===== src/rtl/pipeline_hazard_ctrl_pkg.sv =====
// Shared types and constants for the pipeline stall/flush controller.
// Optional build macro FORWARD_EN selects the forwarding hazard policy (see top).
package pipeline_pkg;

  localparam int DEF_REG_W = 5;
  localparam int ZERO_REG  = 0;

  typedef enum logic {RUN, SRAM_WAIT} sram_state_t;

endpackage


===== src/rtl/pipeline_hazard_ctrl_if.sv =====
// Pipeline-side bundle of the hazard controller: stage operands in, stall/flush out.
interface pipeline_hazard_ctrl_if
  import pipeline_pkg::*;
#(
  parameter int REG_W = DEF_REG_W,
  parameter int CNT_W = 16
);
  logic [REG_W-1:0] id_src1;
  logic [REG_W-1:0] id_src2;
  logic             id_two_src;
  logic [REG_W-1:0] exe_dest;
  logic             exe_wb_en;
  logic             exe_mem_read;
  logic [REG_W-1:0] mem_dest;
  logic             mem_wb_en;
  logic             branch_taken;
  logic             mem_req;
  logic             sram_ready;
  logic             stall;
  logic             loadForwardStall;
  logic             superStall;
  logic             Flush;
  logic [CNT_W-1:0] stall_cycles;
  logic             sram_timeout;

  modport master (
    output id_src1, id_src2, id_two_src, exe_dest, exe_wb_en, exe_mem_read,
           mem_dest, mem_wb_en, branch_taken, mem_req, sram_ready,
    input  stall, loadForwardStall, superStall, Flush, stall_cycles, sram_timeout
  );

  modport slave (
    input  id_src1, id_src2, id_two_src, exe_dest, exe_wb_en, exe_mem_read,
           mem_dest, mem_wb_en, branch_taken, mem_req, sram_ready,
    output stall, loadForwardStall, superStall, Flush, stall_cycles, sram_timeout
  );

endinterface


===== src/rtl/pipeline_hazard_ctrl_sram_fsm.sv =====
// SRAM wait sequencer: freezes the pipeline from mem_req until sram_ready or
// until SRAM_TMO wait cycles have elapsed.
module hazard_ctrl_sram_fsm
  import pipeline_pkg::*;
#(
  parameter int SRAM_TMO = 64
) (
  input  logic clk,
  input  logic rst,
  input  logic mem_req,
  input  logic sram_ready,
  output logic superStall,
  output logic timeout_hit
);

  localparam int WAIT_W = (SRAM_TMO > 2) ? $clog2(SRAM_TMO) : 1;

  sram_state_t       state;
  logic [WAIT_W-1:0] wait_cnt;
  logic              at_limit;

  assign at_limit = (wait_cnt == WAIT_W'(SRAM_TMO - 1));

  // Outputs are gated by rst so everything reads 0 while reset is held.
  always_comb begin
    timeout_hit = rst & (state == SRAM_WAIT) & ~sram_ready & at_limit;
    superStall  = rst & (((state == RUN) & mem_req) |
                         ((state == SRAM_WAIT) & ~sram_ready & ~timeout_hit));
  end

  always_ff @(posedge clk or negedge rst) begin
    if (!rst) begin
      state    <= RUN;
      wait_cnt <= '0;
    end else begin
      case (state)
        RUN: begin
          if (mem_req) begin
            state    <= SRAM_WAIT;
            wait_cnt <= '0;
          end
        end
        SRAM_WAIT: begin
          if (sram_ready || at_limit) begin
            state <= RUN;
          end else begin
            wait_cnt <= wait_cnt + 1'b1;
          end
        end
        default: state <= RUN;
      endcase
    end
  end

endmodule


===== src/rtl/pipeline_hazard_ctrl.sv =====
// Central stall/flush controller for the 5-stage pipeline.
// Build macro FORWARD_EN: load-use stall only (forwarding); otherwise full RAW stall.
module pipeline_hazard_ctrl
  import pipeline_pkg::*;
#(
  parameter int REG_W    = DEF_REG_W,
  parameter int CNT_W    = 16,
  parameter int SRAM_TMO = 64
) (
  input  logic                  clk,
  input  logic                  rst,
  pipeline_hazard_ctrl_if.slave hz
);

  logic super_stall;
  logic timeout_hit;
  logic raw_exe;
  logic flush;
  logic stall_raw;
  logic load_stall;
  logic timeout_q;
  logic [CNT_W-1:0] cycle_cnt;

  function automatic logic reg_match(
    input logic             wb_en,
    input logic [REG_W-1:0] dest,
    input logic [REG_W-1:0] src1,
    input logic [REG_W-1:0] src2,
    input logic             two_src
  );
    return wb_en && (dest != REG_W'(ZERO_REG)) &&
           ((dest == src1) || (two_src && (dest == src2)));
  endfunction

  hazard_ctrl_sram_fsm #(
    .SRAM_TMO (SRAM_TMO)
  ) u_sram_fsm (
    .clk         (clk),
    .rst         (rst),
    .mem_req     (hz.mem_req),
    .sram_ready  (hz.sram_ready),
    .superStall  (super_stall),
    .timeout_hit (timeout_hit)
  );

  // Priority: SRAM freeze, then wrong-path flush, then RAW stall.
  always_comb begin
    raw_exe    = reg_match(hz.exe_wb_en, hz.exe_dest, hz.id_src1, hz.id_src2, hz.id_two_src);
    flush      = rst & hz.branch_taken & ~super_stall;
    stall_raw  = 1'b0;
    load_stall = 1'b0;
`ifdef FORWARD_EN
    load_stall = rst & ~super_stall & ~flush & raw_exe & hz.exe_mem_read;
`else
    stall_raw  = rst & ~super_stall & ~flush &
                 (raw_exe | reg_match(hz.mem_wb_en, hz.mem_dest, hz.id_src1,
                                      hz.id_src2, hz.id_two_src));
`endif
  end

  always_ff @(posedge clk or negedge rst) begin
    if (!rst) begin
      cycle_cnt <= '0;
      timeout_q <= 1'b0;
    end else begin
      if ((stall_raw | load_stall | super_stall) && (cycle_cnt != '1)) begin
        cycle_cnt <= cycle_cnt + 1'b1;
      end
      if (timeout_hit) begin
        timeout_q <= 1'b1;
      end
    end
  end

  assign hz.stall            = stall_raw;
  assign hz.loadForwardStall = load_stall;
  assign hz.superStall       = super_stall;
  assign hz.Flush            = flush;
  assign hz.stall_cycles     = cycle_cnt;
  assign hz.sram_timeout     = timeout_q;

endmodule


===== src/flat_wrapper.sv =====
// flat-port wrapper written by rule: the top's interface ports become plain ports
module pipeline_hazard_ctrl_flat import pipeline_pkg::*;
#(
  parameter int REG_W    = DEF_REG_W,
  parameter int CNT_W    = 16,
  parameter int SRAM_TMO = 64
)
  (clk, rst, hz_id_src1, hz_id_src2, hz_id_two_src, hz_exe_dest, hz_exe_wb_en, hz_exe_mem_read, hz_mem_dest, hz_mem_wb_en, hz_branch_taken, hz_mem_req, hz_sram_ready, hz_stall, hz_loadForwardStall, hz_superStall, hz_Flush, hz_stall_cycles, hz_sram_timeout);
  pipeline_hazard_ctrl_if #(.REG_W(REG_W), .CNT_W(CNT_W)) hz_i ();
  input  logic clk;
  input  logic rst;
  input wire logic [$bits(hz_i.id_src1)-1:0] hz_id_src1;
  input wire logic [$bits(hz_i.id_src2)-1:0] hz_id_src2;
  input wire logic [$bits(hz_i.id_two_src)-1:0] hz_id_two_src;
  input wire logic [$bits(hz_i.exe_dest)-1:0] hz_exe_dest;
  input wire logic [$bits(hz_i.exe_wb_en)-1:0] hz_exe_wb_en;
  input wire logic [$bits(hz_i.exe_mem_read)-1:0] hz_exe_mem_read;
  input wire logic [$bits(hz_i.mem_dest)-1:0] hz_mem_dest;
  input wire logic [$bits(hz_i.mem_wb_en)-1:0] hz_mem_wb_en;
  input wire logic [$bits(hz_i.branch_taken)-1:0] hz_branch_taken;
  input wire logic [$bits(hz_i.mem_req)-1:0] hz_mem_req;
  input wire logic [$bits(hz_i.sram_ready)-1:0] hz_sram_ready;
  output wire logic [$bits(hz_i.stall)-1:0] hz_stall;
  output wire logic [$bits(hz_i.loadForwardStall)-1:0] hz_loadForwardStall;
  output wire logic [$bits(hz_i.superStall)-1:0] hz_superStall;
  output wire logic [$bits(hz_i.Flush)-1:0] hz_Flush;
  output wire logic [$bits(hz_i.stall_cycles)-1:0] hz_stall_cycles;
  output wire logic [$bits(hz_i.sram_timeout)-1:0] hz_sram_timeout;
  assign hz_i.id_src1 = hz_id_src1;
  assign hz_i.id_src2 = hz_id_src2;
  assign hz_i.id_two_src = hz_id_two_src;
  assign hz_i.exe_dest = hz_exe_dest;
  assign hz_i.exe_wb_en = hz_exe_wb_en;
  assign hz_i.exe_mem_read = hz_exe_mem_read;
  assign hz_i.mem_dest = hz_mem_dest;
  assign hz_i.mem_wb_en = hz_mem_wb_en;
  assign hz_i.branch_taken = hz_branch_taken;
  assign hz_i.mem_req = hz_mem_req;
  assign hz_i.sram_ready = hz_sram_ready;
  assign hz_stall = hz_i.stall;
  assign hz_loadForwardStall = hz_i.loadForwardStall;
  assign hz_superStall = hz_i.superStall;
  assign hz_Flush = hz_i.Flush;
  assign hz_stall_cycles = hz_i.stall_cycles;
  assign hz_sram_timeout = hz_i.sram_timeout;
  pipeline_hazard_ctrl #(.REG_W(REG_W), .CNT_W(CNT_W), .SRAM_TMO(SRAM_TMO)) u_core (.clk(clk), .rst(rst), .hz(hz_i));
endmodule

===== config.mk =====
export PLATFORM = sky130hd
export DESIGN_NAME = pipeline_hazard_ctrl_flat
export DESIGN_NICKNAME = d
export VERILOG_FILES = /design/src/rtl/pipeline_hazard_ctrl_pkg.sv /design/src/rtl/pipeline_hazard_ctrl_if.sv /design/src/rtl/pipeline_hazard_ctrl_sram_fsm.sv /design/src/rtl/pipeline_hazard_ctrl.sv /design/src/flat_wrapper.sv
export SDC_FILE = /design/constraint.sdc
export NUM_CORES = 1
export LEC_CHECK = 0
export BUFFER_PORTS_ARGS = -buffer_cell sky130_fd_sc_hd__clkbuf_2
export CAP_MARGIN = 20
export CORE_MARGIN = 3
export CORE_UTILIZATION = 40
export DETAILED_ROUTE_END_ITERATION = 7
export PLACE_DENSITY = 0.65
export SLEW_MARGIN = 5
export SYNTH_ARGS = -nofsm -noshare
export SYNTH_HDL_FRONTEND = slang
export SYNTH_SLANG_ARGS = --single-unit

===== constraint.sdc =====
create_clock -name clk -period 4.8 [get_ports clk]
set_input_delay 0 -clock clk [delete_from_list [all_inputs] [get_ports clk]]
set_output_delay 0 -clock clk [all_outputs]
set_load 0.005 [all_outputs]

* Word level (Yosys, flattened, before mapping)
Cells that the tools add are included.
** Storage, ports and cells
- Output and inout port bits :: 21
- Logic and storage cells :: 53
- Input bits :: 29
- Register bits after elaboration :: 24
** Cells by class
- Equality and inequality tests :: 8
- Add/subtract/negate cells :: 2
- Bitwise operators :: 20
- Mux-type cells :: 6
- Reduce and logical (&&, ||, !) cells :: 13
** Operator list (count)
- $eq A5 B5 Y1 :: 4
- $add A16 B1 Y16 const B :: 1
- $ne A16 B16 Y1 const B :: 1
- $and A1 B1 Y1 :: 12
- $mux W6 :: 2
- $pmux W6 S2 :: 1
- $reduce_bool A5 Y1 :: 2
- $logic_and A1 B1 Y1 :: 7
- $add A6 B1 Y6 const B :: 1
- $eq A6 B6 Y1 const B :: 1
- $not A1 Y1 :: 5
- $ne A2 B2 Y1 const B :: 2
- $logic_or A1 B1 Y1 :: 3
- $or A1 B1 Y1 :: 3
- $mux W1 :: 2
- $pmux W1 S2 :: 1
- $reduce_and A2 Y1 :: 1

* Longest topological paths before layout
Gate-level depths: netlist of run 1.
- Word-level depth :: 14
- Depth in mapped cells :: 8
- Mapped depth without buffers :: 7

* By module
Synthesis of run 1 repeated with hierarchy kept, for this count alone.
** Second synthesis, totals
- Cell total of the unflattened synthesis :: 164
- Area total of the unflattened synthesis :: 1579.0 um^2
** By module, submodules not included
- pipeline_hazard_ctrl :: sequential area each 425.4 um^2, area an instance 1118.6 um^2, instances 1, cells an instance 114
- hazard_ctrl_sram_fsm :: sequential area each 175.2 um^2, area an instance 460.4 um^2, instances 1, cells an instance 50

* Worst setup path after synthesis of run 1
Ideal clock, no wire load.
- Kind :: register to register
- Start :: register u_core.u_sram_fsm.wait_cnt[0]
- End :: register u_core.cycle_cnt[1], in the netlist u_core.hz.stall_cycles[1]
- Required time :: 4672 ps
- Stages on the path, launching flop included :: 8
- Period minus slack after synthesis :: 1984 ps
- Arrival :: 1856 ps
- Path buffers :: 0
- Library setup time :: 128 ps
- Setup slack :: 2816 ps
- Cells stage by stage :: dfrtp_1 -> ha_1 -> a31oi_1 -> nor2_1 -> nor2_1 -> a311oi_4 -> nor2b_1 -> mux2_1
** Between the ends
- Cells in the longest elaborated chain, start to end :: 13
- Elaborated cells on any way between the ends :: 14
- Those cells by class :: eq/ne: 1; bitwise: 12; reduce/logical: 1
** RTL lines
- from (decl) :: line pipeline_hazard_ctrl_sram_fsm.sv:19 : logic [WAIT_W-1:0] wait_cnt;
- from (signal assigned) :: line pipeline_hazard_ctrl_sram_fsm.sv:47 : wait_cnt <= wait_cnt + 1'b1;
- $eq A6 B6 Y1 (*) :: line pipeline_hazard_ctrl_sram_fsm.sv:22 : assign at_limit = (wait_cnt == WAIT_W'(SRAM_TMO - 1));
- $and A1 B1 Y1 (*) :: line pipeline_hazard_ctrl_sram_fsm.sv:26 : timeout_hit = rst & (state == SRAM_WAIT) & ~sram_ready & at_limit;
- $not A1 Y1 (*) :: line pipeline_hazard_ctrl_sram_fsm.sv:28 : ((state == SRAM_WAIT) & ~sram_ready & ~timeout_hit));
- $and A1 B1 Y1 (*) :: line pipeline_hazard_ctrl_sram_fsm.sv:28
- $or A1 B1 Y1 (*) :: line pipeline_hazard_ctrl_sram_fsm.sv:27 : superStall = rst & (((state == RUN) & mem_req) |
- $and A1 B1 Y1 (*) :: line pipeline_hazard_ctrl_sram_fsm.sv:27
- via hz_superStall :: line flat_wrapper.sv:25 : output wire logic [$bits(hz_i.superStall)-1:0] hz_superStall;
- $not A1 Y1 :: line pipeline_hazard_ctrl.sv:49, pipeline_hazard_ctrl.sv:55
- $and A1 B1 Y1 :: line pipeline_hazard_ctrl.sv:49 : flush = rst & hz.branch_taken & ~super_stall;
- $not A1 Y1 :: line pipeline_hazard_ctrl.sv:55 : stall_raw = rst & ~super_stall & ~flush &
- $and A1 B1 Y1 (2 in series) :: line pipeline_hazard_ctrl.sv:55
- $or A1 B1 Y1 (*) :: line pipeline_hazard_ctrl.sv:66 : if ((stall_raw | load_stall | super_stall) && (cycle_cnt != '1)) begin
- $logic_and A1 B1 Y1 (*) :: line pipeline_hazard_ctrl.sv:66
- to (signal assigned) :: line pipeline_hazard_ctrl.sv:67 : cycle_cnt <= cycle_cnt + 1'b1;
- to (decl) :: line pipeline_hazard_ctrl.sv:22 : logic [CNT_W-1:0] cycle_cnt;
Mark *: on every way through the listed nets, which the timed path passes. The rest lies on a longest branch.
A chain may end at the register's enable or synchronous reset.

* Final worst setup path of run 1
- Start :: input rst
- End :: register u_core.cycle_cnt[1], in the netlist u_core.hz.stall_cycles[1]
** Between the ends
- Cells in the longest elaborated chain, start to end :: 14
- Elaborated cells on any way between the ends :: 16
- Those cells by class :: bitwise: 15; reduce/logical: 1
** RTL lines
- from (decl) :: line flat_wrapper.sv:11 : input logic rst;
- $and A1 B1 Y1 (3 in series) :: line pipeline_hazard_ctrl_sram_fsm.sv:26
- $not A1 Y1 :: line pipeline_hazard_ctrl_sram_fsm.sv:28
- $and A1 B1 Y1 :: line pipeline_hazard_ctrl_sram_fsm.sv:28
- $or A1 B1 Y1 :: line pipeline_hazard_ctrl_sram_fsm.sv:27
- $and A1 B1 Y1 :: line pipeline_hazard_ctrl_sram_fsm.sv:27
- $not A1 Y1 :: line pipeline_hazard_ctrl.sv:49, pipeline_hazard_ctrl.sv:55
- $and A1 B1 Y1 :: line pipeline_hazard_ctrl.sv:49
- $not A1 Y1 :: line pipeline_hazard_ctrl.sv:55
- $and A1 B1 Y1 (2 in series) :: line pipeline_hazard_ctrl.sv:55
- $or A1 B1 Y1 (*) :: line pipeline_hazard_ctrl.sv:66
- $logic_and A1 B1 Y1 (*) :: line pipeline_hazard_ctrl.sv:66
Every way passes the cells marked *; elsewhere a longest branch is shown, timed or not.

==> flow_summary_export.csv, run 1 <==
group,metric,value,unit
routing,wire_per_inst,12.5,microns
power,pwr_density_cell,309,nW/um^2
floorplanning,count_of_pins_on_the_block_boundary,50,
floorplanning,fp-row-count,21,
sta,clock.fmax,416,MHz
routing,detail_route.drc_violations,0,
synthesis,ys_types,30,
finish,layout_fillers,348,
clocking,cts_tree,"done",
global_routing,globalRouteOverflowTotal,0,
placed_design,routabilityCongestion,0.814,
clocking,cts_resized,0,
synthesis,synth_warnings,0,
routing,dr.pass1.iters,4,
sta,skew,0.00875,ns
sta,finalHoldViolations,0,
finish,layout-area-overhead-vs-synth,22.3,%
power,ir_drop,123,uV
clocking,worst_setup_hold_path_clk_slew,0.14,ns
synthesis,synth_seq_cells,24,
critical_path,setup.worst_path.class,"in -> reg",
global_routing,first_pass_grt_wire_length,5530,microns
hold_path,worstHoldPathType,"in -> reg",
clocking,clock_latency,0.32,ns
flow_run,maxCapViolations,0,
synthesis,ys_seq_area_share,41.4,%
global_routing,antenna_found_initial,0,
clocking,cts_post_setup_buffers_inserted,0,
floorplanning,initial_utilization,42.5,%
synthesis,postSynthCellCount,149,
power,power.switching,185,uW
critical_path,critical_path_required,5.02,ns
critical_path,arrival,2.63,ns
routing,drt-vias-per-instance,5.02,
routing,via_count,1231,
power,gate_power_share,27.6,%
finish,seq_cell_area,601,sq um
synthesis,postSynthNetCount,180,
sta,layout_setup_ws,2.39,ns
power,power_frac_clock,20.0,%
routing,finalWirelength,3070,microns
floorplanning,fp.dieArea,4380,sq um
sta,setup-violations-final,0,
status,outcome,"finished clean",
floorplanning,fp.dieW,66.2,microns
placed_design,dpl.hpwl,2480,microns
finish,most-common-layout-cells,"sky130_fd_sc_hd__clkbuf_2 (47), sky130_fd_sc_hd__dfrtp_1 (24), sky130_fd_sc_hd__xor2_1 (23)",
sta,fin_tns_setup,0,ns
finish,final_common_cell,"sky130_fd_sc_hd__clkbuf_2",
finish,antennaDiodeCount,0,
global_routing,grt_max_degree,27,
finish,layout.core_utilization,51.9,%
sta,slew_violations,0,
clocking,clk_path_buf_depth,2,
clocking,cts_sinks,24,
routing,drtIter0Drc,25,
power,static_leakage,0.881,nW
sta,holdWs,0.0749,ns
critical_path,setup.worst_path.start_class,"primary input",
sta,timing.max_slew.rel_slack,55.9,%
synthesis,post_syn_area_per_cell,9.73,sq um
critical_path,r2r_cells,7,
clocking,clockRootBuffer,"sky130_fd_sc_hd__clkbuf_4",
floorplanning,core,3420,sq um
clocking,cts_htree_levels,1,
sta,rsz0062_at_grt,"false",
finish,drive_gt1_share,26.6,%
sta,worst_pin_slew,0.661,ns
finish,final_nets,231,
power,internal_power_summed_over_all_cells,363,uW
routing,antenna_left,0,
sta,finalCritPeriodShare,50.1,%
critical_path,crit_path_end_kind,"flop",
sta,period_needed,2.41,ns
hold_path,number_of_cells_on_the_worst_hold_path,3,
floorplanning,die_height,66.2,microns
power,swShare,33.8,%
finish,multiInputGateArea,827,sq um
critical_path,critical_path.max_fanout,26,
placed_design,placement.io_buffers,47,
placed_design,preCtsSetupSlack,2.43,ns
power,power.total,548,uW
global_routing,via_count_of_the_first_global_routing_pass,1303,
clocking,clock_buffers_created_by_tritoncts,3,
synthesis,synthesis.area,1450,sq um
global_routing,global_route.usage.total,16.1,%
power,seq_power_share,52.4,%
[repair_timing]
action	in CTS	in global routing
setup endpoints to repair	0	0
hold buffers	1	0
hold endpoints to repair	24	0
[cells in the mapped netlist]
cell type                   n  share of area [%]
sky130_fd_sc_hd__a21oi_1    1               0.34
sky130_fd_sc_hd__a22o_1     1               0.60
sky130_fd_sc_hd__a22oi_1    1               0.52
sky130_fd_sc_hd__a311oi_4   1                1.8
sky130_fd_sc_hd__a31oi_1    1               0.43
sky130_fd_sc_hd__a41o_1     1               0.69
sky130_fd_sc_hd__and2_1     1               0.43
sky130_fd_sc_hd__and3_1     6                2.6
sky130_fd_sc_hd__and3_4     1               0.78
sky130_fd_sc_hd__and4_1     2                1.2
sky130_fd_sc_hd__buf_4      2                1.0
sky130_fd_sc_hd__conb_1     1               0.26
sky130_fd_sc_hd__dfrtp_1   24                 41
sky130_fd_sc_hd__ha_1       2                1.7
sky130_fd_sc_hd__inv_1      2               0.52
sky130_fd_sc_hd__mux2_1     2                1.6
sky130_fd_sc_hd__nand2_1   11                2.8
sky130_fd_sc_hd__nand2b_1   4                1.7
sky130_fd_sc_hd__nand3_1    9                3.1
sky130_fd_sc_hd__nand4_1    4                1.7
sky130_fd_sc_hd__nor2_1    16                4.1
sky130_fd_sc_hd__nor2b_1    3                1.3
sky130_fd_sc_hd__nor3_1     7                2.4
sky130_fd_sc_hd__nor4_1     2               0.86
sky130_fd_sc_hd__o21a_1     2                1.0
sky130_fd_sc_hd__o22ai_1    1               0.43
sky130_fd_sc_hd__o31ai_1    1               0.52
sky130_fd_sc_hd__or4_1      2                1.0
sky130_fd_sc_hd__xnor2_1   15                9.1
sky130_fd_sc_hd__xor2_1    23                 14
[layout make-up]
type / instances / share of cell area, %
multi-input cells: 121 / 46.6
flip-flops and latches: 24 / 33.9
repair buffers: 48 / 13.8
well taps: 46 / 3.24
clock buffers: 4 / 2.05
inverters: 2 / 0.423
[power groups by stage]
| stage | sequential (mW) | combinational, mW | clock, mW |
|---|---|---|---|
| floorplan | 0.285 | 0.0833 | 0 |
| global placement | 0.288 | 0.148 | 0 |
| detailed placement | 0.291 | 0.154 | 0 |
| CTS | 0.287 | 0.156 | 0.112 |
| global route | 0.297 | 0.175 | 0.119 |
| finish | 0.288 | 0.151 | 0.110 |
[state kept, by name (all words and copies together), names as in the netlist]
name / count
u_core.u_sram_fsm.wait_cnt: 6
u_core.u_sram_fsm.state: 1
u_core.hz.sram_timeout: 1
u_core.hz.stall_cycles: 16
[per-layer routing]
metal	wire, microns	vias to the layer above	GRT usage [%]	share of wire [%]
met5	0	-	0	0
met4	61	0	6.85	2.0
met3	153	4	1.19	5.0
met2	1590	41	29.7	52
met1	1270	574	18.7	41
li1	-	612	-	-
[per-stage QoR]
step | instances | area, sq um
after global routing | 245 | 1770
after CTS | 245 | 1770
final | 245 | 1770
after detailed placement | 240 | 1730
after floorplan | 149 | 1450
after global placement | 240 | 1730
[cell families after synthesis]
family / after synthesis / share of synthesized area (%)
other: 1 / 0.259
and+or+nand+nor: 68 / 24.2
muxes: 2 / 1.55
xor gates and xnor gates: 38 / 23.0
adders and majority gates: 2 / 1.73
buffers and inverters: 4 / 1.55
AOI/OAI and AO/OA: 10 / 6.39
DFF: 24 / 41.4
[worst max-delay path, cell delays in order]
cell                            delay [ns]
sky130_fd_sc_hd__dlygate4sd3_1        0.53
sky130_fd_sc_hd__clkbuf_2             0.40
sky130_fd_sc_hd__inv_1                0.26
sky130_fd_sc_hd__nor2_1               0.11
sky130_fd_sc_hd__and3_4               0.20
sky130_fd_sc_hd__a311oi_4             0.61
sky130_fd_sc_hd__nor2b_1              0.17
sky130_fd_sc_hd__mux2_1               0.34
[worst paths after layout]
check                                               from                       endpoint  slack [ns]
setup / recovery                                     rst      u_core.hz.stall_cycles[1]        2.39
hold / removal                                hz_mem_req  u_core.u_sram_fsm.wait_cnt[2]        0.07
setup reg to reg           u_core.u_sram_fsm.wait_cnt[2]      u_core.hz.stall_cycles[1]        2.42
hold reg to reg                u_core.hz.stall_cycles[9]      u_core.hz.stall_cycles[9]        0.49
max in group asynchronous                            rst         u_core.hz.sram_timeout        4.19
min in group asynchronous                            rst      u_core.hz.stall_cycles[9]        0.20
Power figures use the tool's default switching activity.
==> inputs of run 2 (changes only) <==
clock period = 2.3 ns   (was 4.8 ns; I/O delays follow)
==> flow_summary_export.csv, run 2 (synthesis gave the netlist of run 1 again) <==
group,metric,value,unit
status,outcome,"finished clean",
finish,largest_register_ff_count,16,
clocking,worst_setup_hold_path_clk_slew,0.12,ns
clocking,clk_path_buf_depth,2,
critical_path,setup.worst_path.class,"reg -> reg",
routing,via_count,1244,
power,static_leakage,0.893,nW
flow_run,maxCapViolations,0,
clocking,cts_resized,0,
routing,drt-vias-per-instance,5.02,
power,ir_drop,250,uV
clocking,clockRootBuffer,"sky130_fd_sc_hd__clkbuf_4",
hold_path,worstHoldPathType,"in -> reg",
finish,drive_gt1_share,27.7,%
routing,dr.pass1.iters,4,
finish,final_nets,235,
placed_design,placement.io_buffers,47,
global_routing,via_count_of_the_first_global_routing_pass,1253,
sta,finalHoldViolations,0,
sta,period_needed,2.00,ns
clocking,clock_latency,0.30,ns
critical_path,arrival,2.20,ns
routing,antenna_left,0,
finish,final_common_cell,"sky130_fd_sc_hd__clkbuf_2",
global_routing,grt_max_degree,26,
global_routing,antenna_found_initial,0,
finish,layout-area-overhead-vs-synth,23.5,%
floorplanning,fp.dieW,66.2,microns
floorplanning,die_height,66.2,microns
floorplanning,fp-row-count,21,
clocking,clock_buffers_created_by_tritoncts,3,
finish,antennaDiodeCount,0,
sta,slew_violations,0,
finish,most-common-layout-cells,"sky130_fd_sc_hd__clkbuf_2 (47), sky130_fd_sc_hd__dfrtp_1 (24), sky130_fd_sc_hd__xor2_1 (23)",
routing,detail_route.drc_violations,0,
placed_design,dpl-instance-area,1760,sq um
finish,design_area,1790,sq um
clocking,cts_post_setup_buffers_inserted,0,
sta,clock.fmax,500,MHz
clocking,cts_htree_levels,1,
floorplanning,count_of_pins_on_the_block_boundary,50,
power,power_frac_clock,15.7,%
clocking,hold_buffers,1,
routing,drtIter0Drc,66,
floorplanning,core,3420,sq um
power,gate_power_share,29.5,%
floorplanning,fp.dieArea,4380,sq um
sta,setup-violations-final,0,
critical_path,crit_path_end_kind,"flop",
power,power.switching,370,uW
power,pwr_density_cell,615,nW/um^2
routing,finalWirelength,3020,microns
global_routing,global_route.usage.total,15.3,%
critical_path,critical_path.max_fanout,8,
critical_path,setup.worst_path.start_class,"flop",
power,swShare,33.6,%
sta,finalCritPeriodShare,86.9,%
sta,fin_tns_setup,0,ns
clocking,cts_sinks,24,
power,power.total,1.10,mW
power,seq_power_share,54.8,%
sta,skew,0.00210,ns
routing,wire_per_inst,12.2,microns
critical_path,critical_path_required,2.50,ns
clocking,cts_tree,"done",
global_routing,globalRouteOverflowTotal,0,
sta,rsz0062_at_grt,"false",
placed_design,dpl.hpwl,2510,microns
placed_design,routabilityCongestion,0.787,
global_routing,first_pass_grt_wire_length,5410,microns
power,internal_power_summed_over_all_cells,731,uW
floorplanning,initial_utilization,42.5,%
## run 2: changes by cell type in the layout (fill, tap and decap cells not counted)
cell and change:
sky130_fd_sc_hd__buf_4 +4, sky130_fd_sc_hd__clkbuf_8 -1
## run 2: layout make-up
class | instances | area, sq um
clock buffer | 3 | 22.5
fill | 326 | 1630
inverter | 2 | 7.51
multi-input combinational | 121 | 827
sequential | 24 | 601
tap | 46 | 57.6
timing repair buffer | 52 | 275
## run 2: per-layer routing
layer,vias up,GRT usage (%),wire (microns),part of all wire (%)
met5,-,0,0,0
met4,0,5.33,31,1.0
met2,39,26.4,1490,49
li1,617,-,-,-
met1,586,19.7,1320,44
met3,2,1.70,179,5.9
## run 2: worst max-delay path, stage by stage, from the launching register on
cell and delay, ns:
sky130_fd_sc_hd__dfrtp_1 0.45, sky130_fd_sc_hd__ha_1 0.20, sky130_fd_sc_hd__nand3_1 0.10, sky130_fd_sc_hd__nor2b_1 0.27
sky130_fd_sc_hd__nand3_1 0.30, sky130_fd_sc_hd__nor2b_1 0.25, sky130_fd_sc_hd__mux2_1 0.32
## run 2: through the flow
step           hold WS, ns  setup slack [ns]  std cells  utilization (%)
6_report            0.0859             0.301        248             52.4
5_1_grt             0.0862             0.106        248             52.4
4_1_cts             0.0629             0.301        248             52.4
3_5_place_dp        0.0523             0.325        244             51.5
3_3_place_gp        0.0429             0.336        244             51.5
2_1_floorplan       -0.296             0.316        149                -
## run 2: power groups by stage
stage | clock network [mW] | registers (mW) | logic, mW
2_1_floorplan | 0 | 0.595 | 0.174
3_3_place_gp | 0 | 0.605 | 0.317
3_5_place_dp | 0 | 0.611 | 0.330
4_1_cts | 0.188 | 0.602 | 0.332
5_1_grt | 0.200 | 0.622 | 0.372
6_report | 0.173 | 0.603 | 0.325
## run 2: final timing paths
check	endpoint	cells past startpoint	from	slack [ns]
worst max-delay path	u_core.hz.stall_cycles[1]	6	u_core.hz.stall_cycles[0]	0.30
worst min-delay path	u_core.u_sram_fsm.wait_cnt[4]	3	hz_mem_req	0.09
worst max register to register	u_core.hz.stall_cycles[1]	6	u_core.hz.stall_cycles[0]	0.30
worst min register to register	u_core.hz.sram_timeout	1	u_core.hz.sram_timeout	0.48
max in group asynchronous	u_core.u_sram_fsm.state	3	rst	1.82
min in group asynchronous	u_core.hz.stall_cycles[8]	3	rst	0.24
==> inputs of run 3 (changes only) <==
RECOVER_POWER = 100   (was not set)
==> flow_summary_export.csv, run 3 (synthesis gave the netlist of run 1 again) <==
group,metric,value,unit
status,outcome,"finished clean",
routing,detail_route.drc_violations,0,
critical_path,critPathMaxStageDelay,0.45,ns
routing,antenna_left,0,
routing,finalWirelength,3030,microns
sta,rsz0062_at_grt,"false",
critical_path,setup.worst_path.start_class,"flop",
clocking,cts_post_setup_buffers_inserted,0,
clocking,worst_setup_hold_path_clk_slew,0.12,ns
routing,drtIter0Drc,63,
global_routing,grt_max_degree,26,
clocking,clock_latency,0.30,ns
critical_path,critical_path.max_fanout,8,
finish,antennaDiodeCount,0,
finish,most-common-layout-cells,"sky130_fd_sc_hd__clkbuf_2 (39), sky130_fd_sc_hd__dfrtp_1 (24), sky130_fd_sc_hd__xor2_1 (23)",
sta,clock.fmax,500,MHz
clocking,cts_tree,"done",
global_routing,via_count_of_the_first_global_routing_pass,1253,
flow_run,maxCapViolations,0,
global_routing,global_route.usage.total,15.3,%
finish,final_common_cell,"sky130_fd_sc_hd__clkbuf_2",
finish,design_area,1780,sq um
floorplanning,count_of_pins_on_the_block_boundary,50,
global_routing,antenna_found_initial,0,
placed_design,preCtsSetupSlack,0.325,ns
power,pwr_density_cell,616,nW/um^2
sta,slew_violations,0,
clocking,clockRootBuffer,"sky130_fd_sc_hd__clkbuf_4",
finish,layout-area-overhead-vs-synth,22.5,%
routing,dr.pass1.iters,4,
critical_path,arrival,2.20,ns
global_routing,globalRouteOverflowTotal,0,
critical_path,crit_path_end_kind,"flop",
routing,wire_per_inst,12.2,microns
floorplanning,fp.dieArea,4380,sq um
hold_path,hold_path.startpoint,"hz_mem_req",
floorplanning,fp.dieW,66.2,microns
sta,layout_setup_ws,0.300,ns
finish,largest_register_ff_count,16,
sta,finalCritPeriodShare,86.9,%
critical_path,critPathSlowestCell,"sky130_fd_sc_hd__dfrtp_1",
power,power.total,1.09,mW
power,static_leakage,0.863,nW
sta,fin_tns_setup,0,ns
finish,drive_gt1_share,23.3,%
clocking,cts_sinks,24,
floorplanning,die_height,66.2,microns
critical_path,critical_path_required,2.50,ns
clocking,cts_htree_levels,1,
finish,layout_fillers,332,
critical_path,worstReg2RegStart,"u_core.hz.stall_cycles[0]",
finish,multiInputGateArea,827,sq um
sta,setup-violations-final,0,
clocking,clk_path_buf_depth,2,
placed_design,dpl.hpwl,2510,microns
placed_design,dpl-instance-area,1760,sq um
floorplanning,fp-row-count,21,
hold_path,worstHoldPathType,"in -> reg",
finish,final_nets,235,
sta,finalHoldViolations,0,
routing,drt-vias-per-instance,5.01,
power,ir_drop,249,uV
critical_path,worstPathCellList,"ha_1 > nand3_1 > nor2b_1 > nand3_1 > nor2b_1 > mux2_1",
critical_path,setup.worst_path.class,"reg -> reg",
global_routing,first_pass_grt_wire_length,5410,microns
placed_design,placement.io_buffers,47,
placed_design,routabilityCongestion,0.787,
critical_path,ff2ff_setup_slack,0.30,ns
critical_path,rr_endpoint,"u_core.hz.stall_cycles[1]",
floorplanning,core,3420,sq um
finish,seq_cell_area,601,sq um
critical_path,r2r_cells,6,
sta,skew,0.00255,ns
hold_path,number_of_cells_on_the_worst_hold_path,3,
routing,via_count,1243,
floorplanning,initial_utilization,42.5,%
clocking,clock_buffers_created_by_tritoncts,3,
sta,period_needed,2.00,ns
hold_path,worst_hold_path.endpoint,"u_core.u_sram_fsm.wait_cnt[4]",
run 3: power breakdown:
group / total [mW] / leakage (nW) / switching (mW) / internal, mW
combinational: 0.318 / 0.540 / 0.157 / 0.161
sequential: 0.603 / 0.309 / 0.102 / 0.501
clock: 0.173 / 0.0138 / 0.112 / 0.0610
total: 1.09 / 0.863 / 0.371 / 0.723
run 3: per-layer routing:
layer	share of wire (%)	up-vias	GRT usage (%)
li1	-	617	-
met3	6.0	2	1.70
met5	0	-	0
met1	44	585	19.7
met4	1.1	0	5.33
met2	49	39	26.4
run 3: what timing repair did:
| action | 4_1_cts | 5_1_grt |
|---|---|---|
| setup endpoints to repair | 0 | 0 |
| hold endpoints to repair | 24 | 0 |
| hold buffers | 1 | 0 |
| resized for setup | 0 | 0 |
run 3: metrics by stage:
stage,std cells,hold WS (ns),util (%)
floorplan,149,-0.296,-
global route,248,0.0862,52.0
global placement,244,0.0429,51.5
detailed placement,244,0.0523,51.5
finish,248,0.0855,52.0
CTS,248,0.0629,52.4
run 3: worst max-delay path by stage:
stage,startpoint,to
2_1_floorplan,u_core.u_sram_fsm.wait_cnt[0],u_core.hz.stall_cycles[1]
3_3_place_gp,u_core.u_sram_fsm.wait_cnt[0],u_core.hz.stall_cycles[1]
3_5_place_dp,u_core.hz.stall_cycles[0],u_core.hz.stall_cycles[1]
4_1_cts,u_core.hz.stall_cycles[0],u_core.hz.stall_cycles[1]
5_1_grt,u_core.u_sram_fsm.wait_cnt[1],u_core.hz.stall_cycles[1]
6_report,u_core.hz.stall_cycles[0],u_core.hz.stall_cycles[1]
run 3: cell type report:
type,count,share of cell area [%]
Clock buffer,3,1.27
Timing Repair Buffer,52,14.7
Inverter,2,0.423
Multi-Input combinational cell,121,46.5
Tap cell,46,3.24
Sequential cell,24,33.8
run 3: worst max-delay path, delay by kind of cell, from the launching register on:
kind / cells / cell delay (ns)
adders and majority gates: 1 / 0.20
DFF: 1 / 0.45
muxes: 1 / 0.32
and+or+nand+nor: 4 / 0.92
